`config.mk`:
```
export PLATFORM = sky130hd
export DESIGN_NAME = tx_frame_sequencer_flat
export DESIGN_NICKNAME = d
export VERILOG_FILES = /design/src/rtl/tx_frame_sequencer_if.sv /design/src/rtl/tx_frame_sequencer.sv /design/src/flat_wrapper.sv
export SDC_FILE = /design/constraint.sdc
export NUM_CORES = 1
export LEC_CHECK = 0
export BUFFER_PORTS_ARGS = -buffer_cell sky130_fd_sc_hd__buf_4
export CAP_MARGIN = 10
export CORE_AREA = 2 2 73 75
export CTS_CLUSTER_DIAMETER = 30
export DETAILED_ROUTE_END_ITERATION = 10
export DIE_AREA = 0 0 75 77
export HOLD_SLACK_MARGIN = 0.15
export PLACE_DENSITY = 0.83
export SKIP_LAST_GASP = 1
export SLEW_MARGIN = 40
export SYNTH_ARGS = -nofsm -noshare
export SYNTH_HDL_FRONTEND = slang
export SYNTH_SLANG_ARGS = --single-unit
export TNS_END_PERCENT = 50
```
`constraint.sdc`:
```
create_clock -name SYS_CLK -period 3.75 [get_ports SYS_CLK]
set_input_delay 0.375 -clock SYS_CLK [delete_from_list [all_inputs] [get_ports SYS_CLK]]
set_output_delay 0.375 -clock SYS_CLK [all_outputs]
set_load 0.005 [all_outputs]
```
`src/rtl/tx_frame_sequencer_if.sv`:
```
// Handshake bundle between the frame sequencer, the main control FSM and the
// sample sources (training generators, IFFT symbol buffer, output mux).
interface tx_frame_sequencer_if #(
    parameter int SYM_LEN = 64
);
    localparam int AW = $clog2(SYM_LEN);

    logic          START;
    logic          ABORT;
    logic          SYM_READY;
    logic          SHORT_ACK;
    logic          LONG_ACK;
    logic          SYM_RD_EN;
    logic [AW-1:0] SYM_RD_ADDR;
    logic          SYM_RELEASE;
    logic [1:0]    SRC_SEL;
    logic          SAMPLE_VALID;
    logic [15:0]   FRAME_SYM_CNT;
    logic          UNDERRUN;
    logic          BUSY;
    logic          TRANSMISSION_DONE;

    modport master (
        output START, ABORT, SYM_READY,
        input  SHORT_ACK, LONG_ACK, SYM_RD_EN, SYM_RD_ADDR, SYM_RELEASE,
               SRC_SEL, SAMPLE_VALID, FRAME_SYM_CNT, UNDERRUN, BUSY,
               TRANSMISSION_DONE
    );

    modport slave (
        input  START, ABORT, SYM_READY,
        output SHORT_ACK, LONG_ACK, SYM_RD_EN, SYM_RD_ADDR, SYM_RELEASE,
               SRC_SEL, SAMPLE_VALID, FRAME_SYM_CNT, UNDERRUN, BUSY,
               TRANSMISSION_DONE
    );
endinterface

```
`src/rtl/tx_frame_sequencer.sv`:
```
// Sample-level scheduler for the VLC transmitter: short training, long training,
// CP + IFFT symbols, then a zero guard. Every output is registered from the next state.
module tx_frame_sequencer #(
    parameter int SHORT_LEN      = 320,
    parameter int LONG_LEN       = 288,
    parameter int SYM_LEN        = 64,
    parameter int CP_LEN         = 16,
    parameter int OFDM_FRAME_NUM = 100,
    parameter int GAP_LEN        = 32
) (
    input  logic SYS_CLK,
    input  logic S_SEQ_RST,
    tx_frame_sequencer_if.slave bus
);
    localparam int AW = $clog2(SYM_LEN);

    localparam logic [15:0]   SHORT_LAST = 16'(SHORT_LEN - 1);
    localparam logic [15:0]   LONG_LAST  = 16'(LONG_LEN - 1);
    localparam logic [15:0]   SYM_LAST   = 16'(SYM_LEN - 1);
    localparam logic [15:0]   CP_LAST    = 16'(CP_LEN - 1);
    localparam logic [15:0]   GAP_LAST   = 16'(GAP_LEN - 1);
    localparam logic [15:0]   FRAME_N    = 16'(OFDM_FRAME_NUM);
    localparam logic [AW-1:0] CP_BASE    = AW'(SYM_LEN - CP_LEN);

    typedef enum logic [2:0] {IDLE, SHORT, LONG, WAIT_SYM, CP, BODY, GAP} state_t;

    // With no cyclic prefix a symbol starts directly in BODY.
    localparam state_t FIRST_SYM = (CP_LEN == 0) ? BODY : CP;

    state_t        state, nxt_state;
    logic [15:0]   cnt, nxt_cnt, sym_cnt_inc;
    logic [AW-1:0] cp_addr;
    logic          last;

    assign sym_cnt_inc = bus.FRAME_SYM_CNT + 16'd1;
    assign cp_addr     = CP_BASE + nxt_cnt[AW-1:0];

    always_comb begin
        last = 1'b0;
        case (state)
            SHORT:   last = (cnt == SHORT_LAST);
            LONG:    last = (cnt == LONG_LAST);
            CP:      last = (cnt == CP_LAST);
            BODY:    last = (cnt == SYM_LAST);
            GAP:     last = (cnt == GAP_LAST);
            default: last = 1'b0;
        endcase
    end

    always_comb begin
        nxt_state = state;
        if (bus.ABORT) begin
            nxt_state = IDLE;
        end else begin
            case (state)
                IDLE:     if (bus.START) nxt_state = SHORT;
                SHORT:    if (last) nxt_state = LONG;
                LONG:     if (last) nxt_state = (FRAME_N == 16'd0) ? GAP :
                                                bus.SYM_READY ? FIRST_SYM : WAIT_SYM;
                WAIT_SYM: if (bus.SYM_READY) nxt_state = FIRST_SYM;
                CP:       if (last) nxt_state = BODY;
                BODY:     if (last) nxt_state = (sym_cnt_inc == FRAME_N) ? GAP :
                                                bus.SYM_READY ? FIRST_SYM : WAIT_SYM;
                GAP:      if (last) nxt_state = IDLE;
                default:  nxt_state = IDLE;
            endcase
        end
        // Re-entering BODY back-to-back (no CP) must also restart the count.
        nxt_cnt = (last || nxt_state != state || state == IDLE) ? 16'd0 : cnt + 16'd1;
    end

    always_ff @(posedge SYS_CLK) begin
        if (S_SEQ_RST) begin
            state                 <= IDLE;
            cnt                   <= 16'd0;
            bus.SHORT_ACK         <= 1'b0;
            bus.LONG_ACK          <= 1'b0;
            bus.SYM_RD_EN         <= 1'b0;
            bus.SYM_RD_ADDR       <= '0;
            bus.SYM_RELEASE       <= 1'b0;
            bus.SRC_SEL           <= 2'd0;
            bus.SAMPLE_VALID      <= 1'b0;
            bus.FRAME_SYM_CNT     <= 16'd0;
            bus.UNDERRUN          <= 1'b0;
            bus.BUSY              <= 1'b0;
            bus.TRANSMISSION_DONE <= 1'b0;
        end else begin
            state                 <= nxt_state;
            cnt                   <= nxt_cnt;
            bus.SHORT_ACK         <= (nxt_state == SHORT);
            bus.LONG_ACK          <= (nxt_state == LONG);
            bus.SYM_RD_EN         <= (nxt_state == CP) || (nxt_state == BODY);
            bus.SYM_RD_ADDR       <= (nxt_state == CP)   ? cp_addr :
                                     (nxt_state == BODY) ? nxt_cnt[AW-1:0] : '0;
            bus.SYM_RELEASE       <= (nxt_state == BODY) && (nxt_cnt == SYM_LAST);
            bus.SRC_SEL           <= (nxt_state == SHORT) ? 2'd1 :
                                     (nxt_state == LONG)  ? 2'd2 :
                                     (nxt_state == CP || nxt_state == BODY) ? 2'd3 : 2'd0;
            bus.SAMPLE_VALID      <= (nxt_state != IDLE);
            bus.BUSY              <= (nxt_state != IDLE);
            bus.TRANSMISSION_DONE <= !bus.ABORT && (state == GAP) && last;
            if (!bus.ABORT && state == IDLE && bus.START) begin
                bus.FRAME_SYM_CNT <= 16'd0;
                bus.UNDERRUN      <= 1'b0;
            end else begin
                if (!bus.ABORT && state == BODY && last)
                    bus.FRAME_SYM_CNT <= sym_cnt_inc;
                if (nxt_state == WAIT_SYM)
                    bus.UNDERRUN <= 1'b1;
            end
        end
    end
endmodule

```
`src/flat_wrapper.sv`:
```
// flat-port wrapper written by rule: the top's interface ports become plain ports
module tx_frame_sequencer_flat 
#(
    parameter int SHORT_LEN      = 320,
    parameter int LONG_LEN       = 288,
    parameter int SYM_LEN        = 64,
    parameter int CP_LEN         = 16,
    parameter int OFDM_FRAME_NUM = 100,
    parameter int GAP_LEN        = 32
)
  (SYS_CLK, S_SEQ_RST, bus_START, bus_ABORT, bus_SYM_READY, bus_SHORT_ACK, bus_LONG_ACK, bus_SYM_RD_EN, bus_SYM_RD_ADDR, bus_SYM_RELEASE, bus_SRC_SEL, bus_SAMPLE_VALID, bus_FRAME_SYM_CNT, bus_UNDERRUN, bus_BUSY, bus_TRANSMISSION_DONE);
  tx_frame_sequencer_if #(.SYM_LEN(SYM_LEN)) bus_i ();
  input  logic SYS_CLK;
  input  logic S_SEQ_RST;
  input wire logic [$bits(bus_i.START)-1:0] bus_START;
  input wire logic [$bits(bus_i.ABORT)-1:0] bus_ABORT;
  input wire logic [$bits(bus_i.SYM_READY)-1:0] bus_SYM_READY;
  output wire logic [$bits(bus_i.SHORT_ACK)-1:0] bus_SHORT_ACK;
  output wire logic [$bits(bus_i.LONG_ACK)-1:0] bus_LONG_ACK;
  output wire logic [$bits(bus_i.SYM_RD_EN)-1:0] bus_SYM_RD_EN;
  output wire logic [$bits(bus_i.SYM_RD_ADDR)-1:0] bus_SYM_RD_ADDR;
  output wire logic [$bits(bus_i.SYM_RELEASE)-1:0] bus_SYM_RELEASE;
  output wire logic [$bits(bus_i.SRC_SEL)-1:0] bus_SRC_SEL;
  output wire logic [$bits(bus_i.SAMPLE_VALID)-1:0] bus_SAMPLE_VALID;
  output wire logic [$bits(bus_i.FRAME_SYM_CNT)-1:0] bus_FRAME_SYM_CNT;
  output wire logic [$bits(bus_i.UNDERRUN)-1:0] bus_UNDERRUN;
  output wire logic [$bits(bus_i.BUSY)-1:0] bus_BUSY;
  output wire logic [$bits(bus_i.TRANSMISSION_DONE)-1:0] bus_TRANSMISSION_DONE;
  assign bus_i.START = bus_START;
  assign bus_i.ABORT = bus_ABORT;
  assign bus_i.SYM_READY = bus_SYM_READY;
  assign bus_SHORT_ACK = bus_i.SHORT_ACK;
  assign bus_LONG_ACK = bus_i.LONG_ACK;
  assign bus_SYM_RD_EN = bus_i.SYM_RD_EN;
  assign bus_SYM_RD_ADDR = bus_i.SYM_RD_ADDR;
  assign bus_SYM_RELEASE = bus_i.SYM_RELEASE;
  assign bus_SRC_SEL = bus_i.SRC_SEL;
  assign bus_SAMPLE_VALID = bus_i.SAMPLE_VALID;
  assign bus_FRAME_SYM_CNT = bus_i.FRAME_SYM_CNT;
  assign bus_UNDERRUN = bus_i.UNDERRUN;
  assign bus_BUSY = bus_i.BUSY;
  assign bus_TRANSMISSION_DONE = bus_i.TRANSMISSION_DONE;
  tx_frame_sequencer #(.SHORT_LEN(SHORT_LEN), .LONG_LEN(LONG_LEN), .SYM_LEN(SYM_LEN), .CP_LEN(CP_LEN), .OFDM_FRAME_NUM(OFDM_FRAME_NUM), .GAP_LEN(GAP_LEN)) u_core (.SYS_CLK(SYS_CLK), .S_SEQ_RST(S_SEQ_RST), .bus(bus_i));
endmodule
```
==> results of run 1 <==
per-layer routing:
metal | track usage | part of all wire
met5 | 0 | 0
met2 | 0.3219 | 0.51
met3 | 0.04731 | 0.041
met4 | 0.05357 | 0.0060
met1 | 0.2531 | 0.45
metrics by stage:
step | std cells | power, W | instance area [um^2]
6_report | 408 | 0.0008777 | 3014
5_1_grt | 408 | 0.0009092 | 3014
4_1_cts | 408 | 0.0008832 | 3014
3_5_place_dp | 400 | 0.0005779 | 2924
3_3_place_gp | 400 | 0.0005773 | 2924
2_1_floorplan | 313 | 0.0005662 | 2645
area by class of cell:
type | count | area [um^2]
tap | 70 | 87.58
clock buffer | 5 | 68.82
inverter | 8 | 30.03
fill | 450 | 1963
clock inverter | 3 | 21.27
timing repair buffer | 37 | 277.8
sequential | 50 | 1001
multi-input combinational | 235 | 1528
worst max path at each step:
stage | start | end | slack [ns] | depth (start not counted)
CTS | u_core.state[2] | u_core.bus.SYM_RD_ADDR[4] | 0.58 | 8
global route | u_core.bus.FRAME_SYM_CNT[2] | u_core.bus.SYM_RD_ADDR[4] | 0.30 | 8
floorplan | u_core.cnt[6] | u_core.bus.SYM_RD_ADDR[2] | 1.20 | 8
global placement | u_core.bus.FRAME_SYM_CNT[2] | u_core.bus.SYM_RD_ADDR[4] | 0.71 | 8
finish | u_core.state[2] | u_core.bus.SYM_RD_ADDR[4] | 0.56 | 8
detailed placement | u_core.state[2] | u_core.bus.SYM_RD_ADDR[4] | 0.59 | 8
state kept, by name (all words and copies together), names as in the netlist:
| name | count |
|---|---|
| u_core.bus.FRAME_SYM_CNT | 16 |
| u_core.cnt | 16 |
| u_core.bus.SYM_RD_ADDR | 6 |
| u_core.state | 3 |
| u_core.bus.SRC_SEL | 2 |
| u_core.bus.LONG_ACK | 1 |
| u_core.bus.SAMPLE_VALID | 1 |
| u_core.bus.SHORT_ACK | 1 |
| u_core.bus.SYM_RD_EN | 1 |
| u_core.bus.SYM_RELEASE | 1 |
| u_core.bus.TRANSMISSION_DONE | 1 |
| u_core.bus.UNDERRUN | 1 |
critical path: cells and delay by family, from the launching register on:
family,cells,cell delay [ns]
flops,1,0.60
mux,1,0.19
compound gates,5,1.51
simple gates,2,0.80
power by group through the flow:
stage | Combinational [W] | Sequential, W | Clock, W
after detailed placement | 0.0000303 | 0.000548 | 0
after global routing | 0.0000338 | 0.000536 | 0.000340
after global placement | 0.0000298 | 0.000548 | 0
after floorplan | 0.0000199 | 0.000546 | 0
after CTS | 0.0000304 | 0.000535 | 0.000318
final | 0.0000304 | 0.000535 | 0.000312
cells in the mapped netlist (4+ instances only):
cell type,count,area [um^2]
sky130_fd_sc_hd__nor2_1,54,202.7
sky130_fd_sc_hd__buf_2,5,25.02
sky130_fd_sc_hd__xor2_1,23,201.4
sky130_fd_sc_hd__nand4_1,11,68.82
sky130_fd_sc_hd__nand3_1,20,100.1
sky130_fd_sc_hd__dfxtp_1,50,1001
sky130_fd_sc_hd__o21ai_0,7,35.03
sky130_fd_sc_hd__and3_1,6,37.54
sky130_fd_sc_hd__a21oi_1,7,35.03
sky130_fd_sc_hd__nor4_1,7,43.79
sky130_fd_sc_hd__nand2_1,16,60.06
sky130_fd_sc_hd__clkbuf_1,12,45.04
sky130_fd_sc_hd__nand2b_1,4,25.02
sky130_fd_sc_hd__nor3_1,8,40.04
sky130_fd_sc_hd__or3_1,4,25.02
sky130_fd_sc_hd__xnor2_1,17,148.9
sky130_fd_sc_hd__a211oi_1,4,30.03
sky130_fd_sc_hd__inv_1,8,30.03
cell families after synthesis:
family | after synthesis | share of synthesized area
mux | 4 | 0.01608
fa+ha+maj | 3 | 0.01419
simple gates | 151 | 0.3065
compound gates | 37 | 0.1055
xor+xnor | 40 | 0.1324
buf+inv | 28 | 0.04683
flops | 50 | 0.3784
==> tab_implementation.tex, run 1 <==
\begin{tabular}{lr}
\hline
Metric & Value \\
\hline
\multicolumn{2}{l}{\textbf{Die}} \\
Number of standard-cell rows in the floorplan & 26 \\
Die boundary width & 75 um \\
Initial Utilization & 0.5314 \\
Top Ports & 37 \\
Total die area & 5775 um\^{}2 \\
Area of the core & 4977 um\^{}2 \\
Vertical extent of the die & 77 um \\
\multicolumn{2}{l}{\textbf{Worst setup path}} \\
Critical register-to-register path startpoint & u\_core.state[2] \\
CP Capture Type & flip-flop \\
Setup slack of the most critical reg-to-reg path & 0.56 ns \\
Worst reg2reg path depth & 8 \\
Worst Path Max Fanout & 13 \\
Cell with the largest stage delay on the worst path & sky130\_fd\_sc\_hd\_\_dfxtp\_1 \\
Capture point of the worst reg-to-reg path & u\_core.bus.SYM\_RD\_ADDR[4] \\
Slowest Stage Delay on Critical Path & 0.60 ns \\
Category of the critical setup timing path & reg -> reg \\
Ordered cell list for the critical path & or3b\_1 > a211oi\_1 > o211ai\_4 > mux2i\_1 > o21ai\_0 > a21oi\_1 > or3b\_1 > a211oi\_1 \\
Critical path arrival & 3.41 ns \\
Required time at the endpoint of the critical path & 3.97 ns \\
Nature of the critical path startpoint & flip-flop \\
\multicolumn{2}{l}{\textbf{Layout}} \\
Count of nets after finishing & 345 \\
P\&R area growth vs syn & 13.95\% \\
Most common cell after layout, fill and taps aside & sky130\_fd\_sc\_hd\_\_nor2\_1 \\
Most used cells in the layout excluding fill and tap cells & 54 x sky130\_fd\_sc\_hd\_\_nor2\_1, 50 x sky130\_fd\_sc\_hd\_\_dfxtp\_1, 37 x sky130\_fd\_sc\_hd\_\_buf\_4 \\
Antenna cell count & 0 \\
Fraction of layout cells with a size suffix above 1 & 0.1746 \\
Layout Utilization & 0.6056 \\
\multicolumn{2}{l}{\textbf{Global route}} \\
Vias in the first global route & 2030 \\
Global-route wire length before repair & 9.197 mm \\
Antenna violations before repair & 0 \\
Overall routing resource usage & 0.1962 \\
Grt total ovfl & 0 \\
Maximum number of pins on one net before global-route repair & 18 \\
\multicolumn{2}{l}{\textbf{Min path}} \\
Depth of the worst hold-timing path & 2 \\
Hold crit path type & in -> reg \\
HP Start & S\_SEQ\_RST \\
WHS Endpoint & u\_core.state[0] \\
\multicolumn{2}{l}{\textbf{Clocking}} \\
Number of instances resized during post-cts repair & 0 \\
Root buffer cell & sky130\_fd\_sc\_hd\_\_clkbuf\_8 \\
CTS tree & yes \\
Buffer levels on the longest clock path & 2 \\
H-tree depth & 2 \\
Clock-pin slew on the worst setup and hold paths & 0.09 ns \\
Hold-fix buffer count after cts & 0 \\
Number of CTS-inserted buffers & 5 \\
Clk Latency, worst-skew pair & 0.30 ns \\
Clock Sinks & 50 \\
Post CTS Setup Buffer Count & 0 \\
\multicolumn{2}{l}{\textbf{STA}} \\
Final Hold Vio Count & 0 \\
Number of max-slew violations in the final report & 0 \\
Min Hold Slack & 0.2809 ns \\
Period minus WS final & 3.192 ns \\
RSZ-0062 raised after global routing & no \\
Final Cycle Share & 0.8513 \\
Highest attainable clock frequency & 313.2 MHz \\
Relative slew margins & 0.5325 \\
Final WS setup & 0.5575 ns \\
Skew final & 0.004962 ns \\
Least-Margin Pin Slew & 0.7013 ns \\
Setup total negative slack & 0 ns \\
Final count of negative-setup-slack endpoints & 0 \\
\multicolumn{2}{l}{\textbf{Power and ir drop}} \\
Power per cell area & 291.2 nW/um\^{}2 \\
Max IR drop VDD & 0.0001623 V \\
Sw power & 0.0002017 W \\
Leakage dissipation & 1.138 nW \\
Internal cell power & 0.0006760 W \\
Switching power share of the total & 0.2298 \\
Sequential Power Share & 0.610 \\
Power share of the clock group & 0.356 \\
Part of the power in combinational logic & 0.035 \\
\multicolumn{2}{l}{\textbf{Drt}} \\
Ratio of routed vias to standard cells & 5.412 \\
DR vias & 2208 \\
DRC violation count after routing & 0 \\
Total wire length & 5.317 mm \\
Number of nets with antenna violations after routing & 0 \\
Wirelength per Cell & 13.03 um \\
Detailed-router iteration count before antenna repair & 4 \\
DRC marker count from the first detailed-route iteration & 117 \\
\multicolumn{2}{l}{\textbf{Logic synthesis}} \\
Cells after synthesis & 313 \\
Synth Cell Area & 2645 um\^{}2 \\
Synth Flop Type & sky130\_fd\_sc\_hd\_\_dfxtp\_1 \\
Number of flip-flops and latches in the synthesized netlist & 50 \\
Count of cell types in the netlist & 53 \\
Async SR Flop Fraction & 0 \\
Net Count, Synth & 321 \\
Yosys warning count & 0 \\
Synthesized area per cell & 8.451 um\^{}2 \\
Post-synthesis sequential area ratio & 0.3784 \\
Number of enable-type register cells in the synthesized netlist & 0 \\
\multicolumn{2}{l}{\textbf{Job}} \\
Maximum capacitance violations & 0 \\
\multicolumn{2}{l}{\textbf{Place}} \\
Half-perimeter wire length after placement & 3.928 mm \\
Placement Setup Slack & 0.5917 ns \\
Routability Congestion & 0.8677 \\
I/O Buffers & 36 \\
\multicolumn{2}{l}{\textbf{Outcome}} \\
Outcome & finished clean \\
\hline
\end{tabular}
No activity file was read; power rests on OpenSTA's default activity.
==> run 2: changes to the inputs <==
--- a/config.mk
+++ b/config.mk
@@ -5,14 +5,15 @@
 export SDC_FILE = /design/constraint.sdc
 export NUM_CORES = 1
 export LEC_CHECK = 0
+export ABC_AREA = 1
 export BUFFER_PORTS_ARGS = -buffer_cell sky130_fd_sc_hd__buf_4
 export CAP_MARGIN = 10
-export CORE_AREA = 2 2 73 75
+export CORE_AREA = 2 2 77 79
 export CTS_CLUSTER_DIAMETER = 30
 export DETAILED_ROUTE_END_ITERATION = 10
-export DIE_AREA = 0 0 75 77
+export DIE_AREA = 0 0 79 81
 export HOLD_SLACK_MARGIN = 0.15
-export PLACE_DENSITY = 0.83
+export PLACE_DENSITY = 0.82
 export SKIP_LAST_GASP = 1
 export SLEW_MARGIN = 40
 export SYNTH_ARGS = -nofsm -noshare
==> run 2 against run 1 <==
First-iteration DRC count increased by 27%. Final area up 13%. Global-route usage rose by 3.6 points. Worst hold slack better by 0.11 ns. Area after synthesis up 11%. Worst setup slack worse by 0.19 ns. Core utilization decreased by 0.70 points. Critical path depth is 17 higher. Via count increased by 33%. Combinational power up 70%. Sequential power about the same. Flip-flop and latch count unchanged. Critical path type unchanged. Largest cell class unchanged. Largest power group unchanged.
==> tab_implementation.tex, run 2 <==
\begin{tabular}{lr}
\hline
Metric & Value \\
\hline
\multicolumn{2}{l}{\textbf{Outcome}} \\
Outcome & finished clean \\
\multicolumn{2}{l}{\textbf{Logic synthesis}} \\
Number of flip-flops and latches in the synthesized netlist & 50 (unchanged) \\
Net Count, Synth & 453 (+41\%) \\
Post-synthesis sequential area ratio & 0.3404 (-0.03800) \\
Count of cell types in the netlist & 37 (-30\%) \\
Synth Cell Area & 2940 um\^{}2 (+11\%) \\
Cells after synthesis & 445 (+42\%) \\
Most frequent cells after synthesis & 92 x sky130\_fd\_sc\_hd\_\_nand2\_1, 80 x sky130\_fd\_sc\_hd\_\_nor2\_1, 58 x sky130\_fd\_sc\_hd\_\_inv\_1 \\
Synth Flop Type & sky130\_fd\_sc\_hd\_\_dfxtp\_1 \\
Leading cell type by number of instances after synthesis & sky130\_fd\_sc\_hd\_\_nand2\_1 \\
Number of enable-type register cells in the synthesized netlist & 0 (unchanged) \\
Main area contributors after synthesis & sky130\_fd\_sc\_hd\_\_dfxtp\_1 34\%, sky130\_fd\_sc\_hd\_\_nand2\_1 12\%, sky130\_fd\_sc\_hd\_\_nor2\_1 10\% \\
Yosys warning count & 0 (unchanged) \\
Synthesized area per cell & 6.607 um\^{}2 (-22\%) \\
Async SR Flop Fraction & 0 (unchanged) \\
Largest area contributor in the netlist & sky130\_fd\_sc\_hd\_\_dfxtp\_1 \\
Area share of the leading cell type in the synthesized netlist & 0.3404 (-0.03800) \\
\multicolumn{2}{l}{\textbf{Drt}} \\
Number of nets with antenna violations after routing & 0 (unchanged) \\
DR vias & 2931 (+33\%) \\
DRC violation count after routing & 0 (unchanged) \\
Detailed-router iteration count before antenna repair & 5 (+1) \\
Ratio of routed vias to standard cells & 5.225 (-3.5\%) \\
DRC marker count from the first detailed-route iteration & 149 (+27\%) \\
Total wire length & 7.000 mm (+32\%) \\
Wirelength per Cell & 12.48 um (-4.3\%) \\
\multicolumn{2}{l}{\textbf{Layout}} \\
P\&R area growth vs syn & 15.53\% \\
Most common cell after layout, fill and taps aside & sky130\_fd\_sc\_hd\_\_nand2\_1 \\
Fraction of layout cells with a size suffix above 1 & 0.1708 (-0.003774) \\
Most used cells in the layout excluding fill and tap cells & 92 x sky130\_fd\_sc\_hd\_\_nand2\_1, 80 x sky130\_fd\_sc\_hd\_\_nor2\_1, 58 x sky130\_fd\_sc\_hd\_\_inv\_1 \\
Count of nets after finishing & 493 (+43\%) \\
Antenna cell count & 0 (unchanged) \\
Biggest registers after layout & u\_core.bus.FRAME\_SYM\_CNT x16, u\_core.cnt x16, u\_core.bus.SYM\_RD\_ADDR x6 \\
\multicolumn{2}{l}{\textbf{Clocking}} \\
CTS tree & yes \\
Number of instances resized during post-cts repair & 0 (unchanged) \\
Number of CTS-inserted buffers & 5 (unchanged) \\
Post CTS Setup Buffer Count & 0 (unchanged) \\
Clock-pin slew on the worst setup and hold paths & 0.10 ns (about the same) \\
Hold-fix buffer count after cts & 0 (unchanged) \\
Buffer levels on the longest clock path & 2 (unchanged) \\
Root buffer cell & sky130\_fd\_sc\_hd\_\_clkbuf\_8 \\
Clk Latency, worst-skew pair & 0.32 ns (+0.02 ns) \\
Clock Sinks & 50 (unchanged) \\
H-tree depth & 2 (unchanged) \\
\multicolumn{2}{l}{\textbf{STA}} \\
Final Cycle Share & 0.9028 (+0.05147) \\
Setup total negative slack & 0 ns (unchanged) \\
Number of max-slew violations in the final report & 0 (unchanged) \\
Least-Margin Pin Slew & 0.3724 ns (-0.3289 ns) \\
Final WS setup & 0.3645 ns (-0.1930 ns) \\
Skew final & 0.003439 ns (-0.001522 ns) \\
Highest attainable clock frequency & 295.4 MHz (-5.7\%) \\
Final count of negative-setup-slack endpoints & 0 (unchanged) \\
Relative slew margins & 0.7514 (+0.2190) \\
Final Hold Vio Count & 0 (unchanged) \\
RSZ-0062 raised after global routing & no \\
Period minus WS final & 3.385 ns (+0.1930 ns) \\
\multicolumn{2}{l}{\textbf{Global route}} \\
Grt total ovfl & 0 (unchanged) \\
Antenna violations before repair & 0 (unchanged) \\
Maximum number of pins on one net before global-route repair & 24 (+6) \\
Overall routing resource usage & 0.2325 (+0.03633) \\
Vias in the first global route & 2759 (+36\%) \\
Global-route wire length before repair & 11.90 mm (+29\%) \\
\multicolumn{2}{l}{\textbf{Worst setup path}} \\
Nature of the critical path startpoint & flip-flop \\
Category of the critical setup timing path & reg -> reg \\
Required time at the endpoint of the critical path & 4.02 ns (+0.05 ns) \\
CP Capture Type & flip-flop \\
Critical path arrival & 3.65 ns (+0.24 ns) \\
Worst reg2reg path depth & 25 (+17) \\
Worst Path Max Fanout & 10 (-3) \\
Setup slack of the most critical reg-to-reg path & 0.36 ns (-0.19 ns) \\
\multicolumn{2}{l}{\textbf{Place}} \\
Routability Congestion & 0.8924 (+2.8\%) \\
Half-perimeter wire length after placement & 5.350 mm (+36\%) \\
Placement Setup Slack & 0.4922 ns (-0.09950 ns) \\
I/O Buffers & 36 (unchanged) \\
\multicolumn{2}{l}{\textbf{Die}} \\
Number of standard-cell rows in the floorplan & 28 (+7.7\%) \\
Total die area & 6399 um\^{}2 (+11\%) \\
Vertical extent of the die & 81 um (+5.2\%) \\
Initial Utilization & 0.5181 (-0.01335) \\
Die boundary width & 79 um (+5.3\%) \\
Area of the core & 5675 um\^{}2 (+14\%) \\
Top Ports & 37 (unchanged) \\
\multicolumn{2}{l}{\textbf{Min path}} \\
Depth of the worst hold-timing path & 2 (unchanged) \\
Hold crit path type & in -> reg \\
\multicolumn{2}{l}{\textbf{Job}} \\
Maximum capacitance violations & 0 (unchanged) \\
\multicolumn{2}{l}{\textbf{Power and ir drop}} \\
Power per cell area & 275.8 nW/um\^{}2 (-5.3\%) \\
Leakage dissipation & 1.478 nW (+30\%) \\
Max IR drop VDD & 0.0001572 V (-3.2\%) \\
\hline
\end{tabular}
run 2: cell count changes in the layout (fill, tap and decap cells not counted), sizes merged, moves of 4 or more:
cell / previous run / this run
nand2b: 4 / 0
nand3: 20 / 43
nor3: 8 / 18
or2: 4 / 0
or3: 4 / 0
inv: 8 / 65
and3: 6 / 1
nor2: 54 / 90
xor2: 23 / 10
a21oi: 8 / 12
nor4: 9 / 2
xnor2: 17 / 0
nand2: 16 / 104
o21ai: 7 / 17
run 2: kinds of logic after synthesis:
| logic type | count (synthesis) | synth area share |
|---|---|---|
| flip-flops | 50 | 0.3404 |
| AO/OA/AOI/OAI | 41 | 0.08426 |
| adder cells (fa/ha/maj) | 3 | 0.01277 |
| buffers and inverters | 69 | 0.08936 |
| AND/OR/NAND/NOR | 272 | 0.4383 |
| XOR/XNOR | 10 | 0.03489 |
run 2: worst paths after layout:
| path | from | end |
|---|---|---|
| worst max-delay path | u_core.bus.FRAME_SYM_CNT[1] | u_core.bus.SYM_RELEASE |
| worst min-delay path | S_SEQ_RST | u_core.cnt[2] |
| worst max register to register | u_core.bus.FRAME_SYM_CNT[1] | u_core.bus.SYM_RELEASE |
| worst min register to register | u_core.bus.UNDERRUN | u_core.bus.UNDERRUN |
run 2: area by class of cell:
cell class / instances / area [um^2]
inverters: 64 / 240.2
multi-input cells: 326 / 1679
clock buffers: 5 / 68.82
fillers: 545 / 2278
clock inverters: 3 / 28.78
well taps: 75 / 93.84
repair buffers: 38 / 285.3
flip-flops and latches: 50 / 1001
run 2: metal layers:
metal / track usage / routed length (um) / vias up
met4: 0.07586 / 90 / 0
met1: 0.2927 / 3047 / 1325
met3: 0.05111 / 469 / 11
met5: 0 / 0 / -
li1: - / - / 1508
met2: 0.3975 / 3393 / 87
run 2: critical path, stage by stage (launching register included):
cell and delay (ns):
sky130_fd_sc_hd__dfxtp_1 0.41, sky130_fd_sc_hd__ha_2 0.25, sky130_fd_sc_hd__nand3_2 0.13, sky130_fd_sc_hd__nor2_4 0.20
sky130_fd_sc_hd__nand4_1 0.10, sky130_fd_sc_hd__nand2_1 0.10, sky130_fd_sc_hd__nand2_1 0.08, sky130_fd_sc_hd__nor2_1 0.09
sky130_fd_sc_hd__nand3_1 0.12, sky130_fd_sc_hd__nand2_1 0.10, sky130_fd_sc_hd__nand2_1 0.06, sky130_fd_sc_hd__nand2_1 0.07
sky130_fd_sc_hd__nand2_1 0.06, sky130_fd_sc_hd__nand2_2 0.11, sky130_fd_sc_hd__nand2_2 0.13, sky130_fd_sc_hd__nand2_2 0.16
sky130_fd_sc_hd__nand3_4 0.16, sky130_fd_sc_hd__nor2_1 0.16, sky130_fd_sc_hd__ha_1 0.15, sky130_fd_sc_hd__and3_1 0.15
sky130_fd_sc_hd__nand3_1 0.07, sky130_fd_sc_hd__nor2_1 0.10, sky130_fd_sc_hd__nand4_1 0.08, sky130_fd_sc_hd__nor2_1 0.13
sky130_fd_sc_hd__nand3_1 0.09, sky130_fd_sc_hd__nor2_1 0.08
run 2: power breakdown:
part | total, W | internal (W) | switching, W | leakage, nW
combinational | 0.0000516 | 0.0000165 | 0.0000351 | 1.02
clock | 0.000350 | 0.000140 | 0.000210 | 0.0506
sequential | 0.000535 | 0.000533 | 0.00000207 | 0.403
total | 0.000937 | 0.000690 | 0.000247 | 1.48
run 2: stage by stage:
stage	utilization	instances	hold slack, ns	cell area [um^2]	total power (W)
detailed placement	0.5809	553	0.4631	3297	0.0005982
global placement	0.5809	553	0.4546	3297	0.0005969
global route	0.5985	561	0.4104	3397	0.0009656
floorplan	-	445	0.4589	2940	0.0005812
CTS	0.5981	561	0.3932	3395	0.0009370
finish	0.5985	561	0.3944	3397	0.0009368
==> run 3: changes to the inputs <==
--- a/config.mk
+++ b/config.mk
@@ -5,15 +5,14 @@
 export SDC_FILE = /design/constraint.sdc
 export NUM_CORES = 1
 export LEC_CHECK = 0
-export ABC_AREA = 1
 export BUFFER_PORTS_ARGS = -buffer_cell sky130_fd_sc_hd__buf_4
 export CAP_MARGIN = 10
-export CORE_AREA = 2 2 77 79
+export CORE_AREA = 2 2 73 75
 export CTS_CLUSTER_DIAMETER = 30
 export DETAILED_ROUTE_END_ITERATION = 10
-export DIE_AREA = 0 0 79 81
+export DIE_AREA = 0 0 75 77
 export HOLD_SLACK_MARGIN = 0.15
-export PLACE_DENSITY = 0.82
+export PLACE_DENSITY = 0.83
 export SKIP_LAST_GASP = 1
 export SLEW_MARGIN = 40
 export SYNTH_ARGS = -nofsm -noshare
==> constraint.sdc (replaced) <==
create_clock -name SYS_CLK -period 4 [get_ports SYS_CLK]
set_input_delay 0.4 -clock SYS_CLK [delete_from_list [all_inputs] [get_ports SYS_CLK]]
set_output_delay 0.4 -clock SYS_CLK [all_outputs]
set_load 0.005 [all_outputs]
==> run 3 against run 2 <==
Die area shrank 9.8%. Worst hold slack lost 0.090 ns. Combinational power shrank 45%. Global-route usage shrank 3.3 points. Clock power shrank 17%. Sequential power shrank 6.2%. Worst setup slack gained 0.45 ns. Largest cell class unchanged. Largest power group unchanged.
==> tab_implementation.tex, run 3 (same netlist as run 1, synthesis figures left out) <==
\begin{tabular}{lr}
\hline
Metric & Value \\
\hline
\multicolumn{2}{l}{\textbf{STA}} \\
Min Hold Slack & 0.3048 ns (-0.08956 ns) \\
Final count of negative-setup-slack endpoints & 0 (unchanged) \\
Skew final & 0.003530 ns (+0.00009029 ns) \\
Highest attainable clock frequency & 314.0 MHz (+6.3\%) \\
Final Cycle Share & 0.7962 (-0.1066) \\
Least-Margin Pin Slew & 0.7070 ns (+0.3346 ns) \\
Relative slew margins & 0.5286 (-0.2228) \\
RSZ-0062 raised after global routing & no \\
Setup total negative slack & 0 ns (unchanged) \\
Period minus WS final & 3.185 ns (-0.2007 ns) \\
Number of max-slew violations in the final report & 0 (unchanged) \\
Final Hold Vio Count & 0 (unchanged) \\
\multicolumn{2}{l}{\textbf{Power and ir drop}} \\
Leakage dissipation & 1.138 nW (-23\%) \\
Max IR drop VDD & 0.0001756 V (+12\%) \\
Power per cell area & 272.8 nW/um\^{}2 (-1.1\%) \\
\multicolumn{2}{l}{\textbf{Outcome}} \\
Outcome & finished clean \\
\multicolumn{2}{l}{\textbf{Worst setup path}} \\
Category of the critical setup timing path & reg -> reg \\
Required time at the endpoint of the critical path & 4.22 ns (+0.20 ns) \\
Worst Path Max Fanout & 13 (+3) \\
CP Capture Type & flip-flop \\
Nature of the critical path startpoint & flip-flop \\
Slowest Stage Delay on Critical Path & 0.61 ns (+0.20 ns) \\
Ordered cell list for the critical path & or3b\_1 > a211oi\_1 > o211ai\_4 > mux2i\_1 > o21ai\_0 > a21oi\_1 > or3b\_1 > a211oi\_1 \\
Critical path arrival & 3.41 ns (-0.24 ns) \\
Cell with the largest stage delay on the worst path & sky130\_fd\_sc\_hd\_\_dfxtp\_1 \\
\multicolumn{2}{l}{\textbf{Die}} \\
Initial Utilization & 0.5314 (+0.01335) \\
Die boundary width & 75 um (-5.1\%) \\
Total die area & 5775 um\^{}2 (-9.8\%) \\
Area of the core & 4977 um\^{}2 (-12\%) \\
Number of standard-cell rows in the floorplan & 26 (-7.1\%) \\
Top Ports & 37 (unchanged) \\
Vertical extent of the die & 77 um (-4.9\%) \\
\multicolumn{2}{l}{\textbf{Drt}} \\
Number of nets with antenna violations after routing & 0 (unchanged) \\
DRC violation count after routing & 0 (unchanged) \\
Wirelength per Cell & 12.74 um (+2.1\%) \\
Detailed-router iteration count before antenna repair & 4 (-1) \\
DRC marker count from the first detailed-route iteration & 102 (-32\%) \\
DR vias & 2201 (-25\%) \\
Total wire length & 5.199 mm (-26\%) \\
Ratio of routed vias to standard cells & 5.395 (+3.3\%) \\
\multicolumn{2}{l}{\textbf{Clocking}} \\
Hold-fix buffer count after cts & 0 (unchanged) \\
Clock-pin slew on the worst setup and hold paths & 0.09 ns (about the same) \\
Number of CTS-inserted buffers & 5 (unchanged) \\
Number of instances resized during post-cts repair & 0 (unchanged) \\
Root buffer cell & sky130\_fd\_sc\_hd\_\_clkbuf\_8 \\
H-tree depth & 2 (unchanged) \\
Buffer levels on the longest clock path & 2 (unchanged) \\
Post CTS Setup Buffer Count & 0 (unchanged) \\
CTS tree & yes \\
Clk Latency, worst-skew pair & 0.30 ns (-0.02 ns) \\
Clock Sinks & 50 (unchanged) \\
\multicolumn{2}{l}{\textbf{Global route}} \\
Maximum number of pins on one net before global-route repair & 18 (-25\%) \\
Global-route wire length before repair & 9.246 mm (-22\%) \\
Overall routing resource usage & 0.1997 (-0.03278) \\
Grt total ovfl & 0 (unchanged) \\
Vias in the first global route & 1984 (-28\%) \\
Antenna violations before repair & 0 (unchanged) \\
\multicolumn{2}{l}{\textbf{Place}} \\
Routability Congestion & 0.8678 (-2.8\%) \\
Half-perimeter wire length after placement & 3.814 mm (-29\%) \\
I/O Buffers & 36 (unchanged) \\
\multicolumn{2}{l}{\textbf{Layout}} \\
Antenna cell count & 0 (unchanged) \\
Fraction of layout cells with a size suffix above 1 & 0.1746 (+0.003774) \\
P\&R area growth vs syn & 13.95\% \\
Count of nets after finishing & 345 (-30\%) \\
Most used cells in the layout excluding fill and tap cells & 54 x sky130\_fd\_sc\_hd\_\_nor2\_1, 50 x sky130\_fd\_sc\_hd\_\_dfxtp\_1, 37 x sky130\_fd\_sc\_hd\_\_buf\_4 \\
Biggest registers after layout & u\_core.bus.FRAME\_SYM\_CNT x16, u\_core.cnt x16, u\_core.bus.SYM\_RD\_ADDR x6 \\
Most common cell after layout, fill and taps aside & sky130\_fd\_sc\_hd\_\_nor2\_1 \\
\multicolumn{2}{l}{\textbf{Job}} \\
Maximum capacitance violations & 0 (unchanged) \\
\multicolumn{2}{l}{\textbf{Min path}} \\
Hold crit path type & in -> reg \\
\hline
\end{tabular}
## run 3: power by group
| group | total (W) | internal (W) | switching, W |
|---|---|---|---|
| combinational | 0.0000285 | 0.0000112 | 0.0000173 |
| sequential | 0.000502 | 0.000499 | 0.00000243 |
| clock | 0.000292 | 0.000123 | 0.000169 |
## run 3: worst max-delay path, delay by kind of cell, from the launching register on
family,cells,cell delay [ns]
AOI/OAI and AO/OA,5,1.50
and+or+nand+nor,2,0.80
DFF,1,0.61
muxes,1,0.18
## run 3: layout make-up
class                   count  area (um^2)
fillers                   444         1963
clock inverters             3        21.27
multi-input cells         235         1528
flip-flops and latches     50         1001
repair buffers             37        277.8
inverters                   8        30.03
clock buffers               5        68.82
well taps                  70        87.58
## run 3: final timing paths
| kind | from | to | slack [ns] | depth (start not counted) |
|---|---|---|---|---|
| min reg2reg | u_core.cnt[0] | u_core.bus.SYM_RD_ADDR[0] | 0.50 | 1 |
| min | S_SEQ_RST | u_core.state[0] | 0.30 | 2 |
| max reg2reg | u_core.state[2] | u_core.bus.SYM_RD_ADDR[4] | 0.82 | 8 |
| max | u_core.state[2] | u_core.bus.SYM_RD_ADDR[4] | 0.82 | 8 |
## run 3: routing by layer
metal	share of wire	track usage	vias to the layer above
met4	0.0077	0.05000	0
met1	0.46	0.2708	1009
met3	0.037	0.04862	5
met5	0	0	-
li1	-	-	1145
met2	0.49	0.3158	42
## run 3: through the flow
stage | cells | total power, W | setup WS, ns | util | area, um^2
CTS | 408 | 0.0008280 | 0.8345 | 0.6056 | 3014
global route | 408 | 0.0008542 | 0.5515 | 0.6056 | 3014
detailed placement | 400 | 0.0005417 | 0.8664 | 0.5875 | 2924
finish | 408 | 0.0008223 | 0.8152 | 0.6056 | 3014
global placement | 400 | 0.0005412 | 0.9607 | 0.5875 | 2924
floorplan | 313 | 0.0005308 | 1.449 | - | 2645
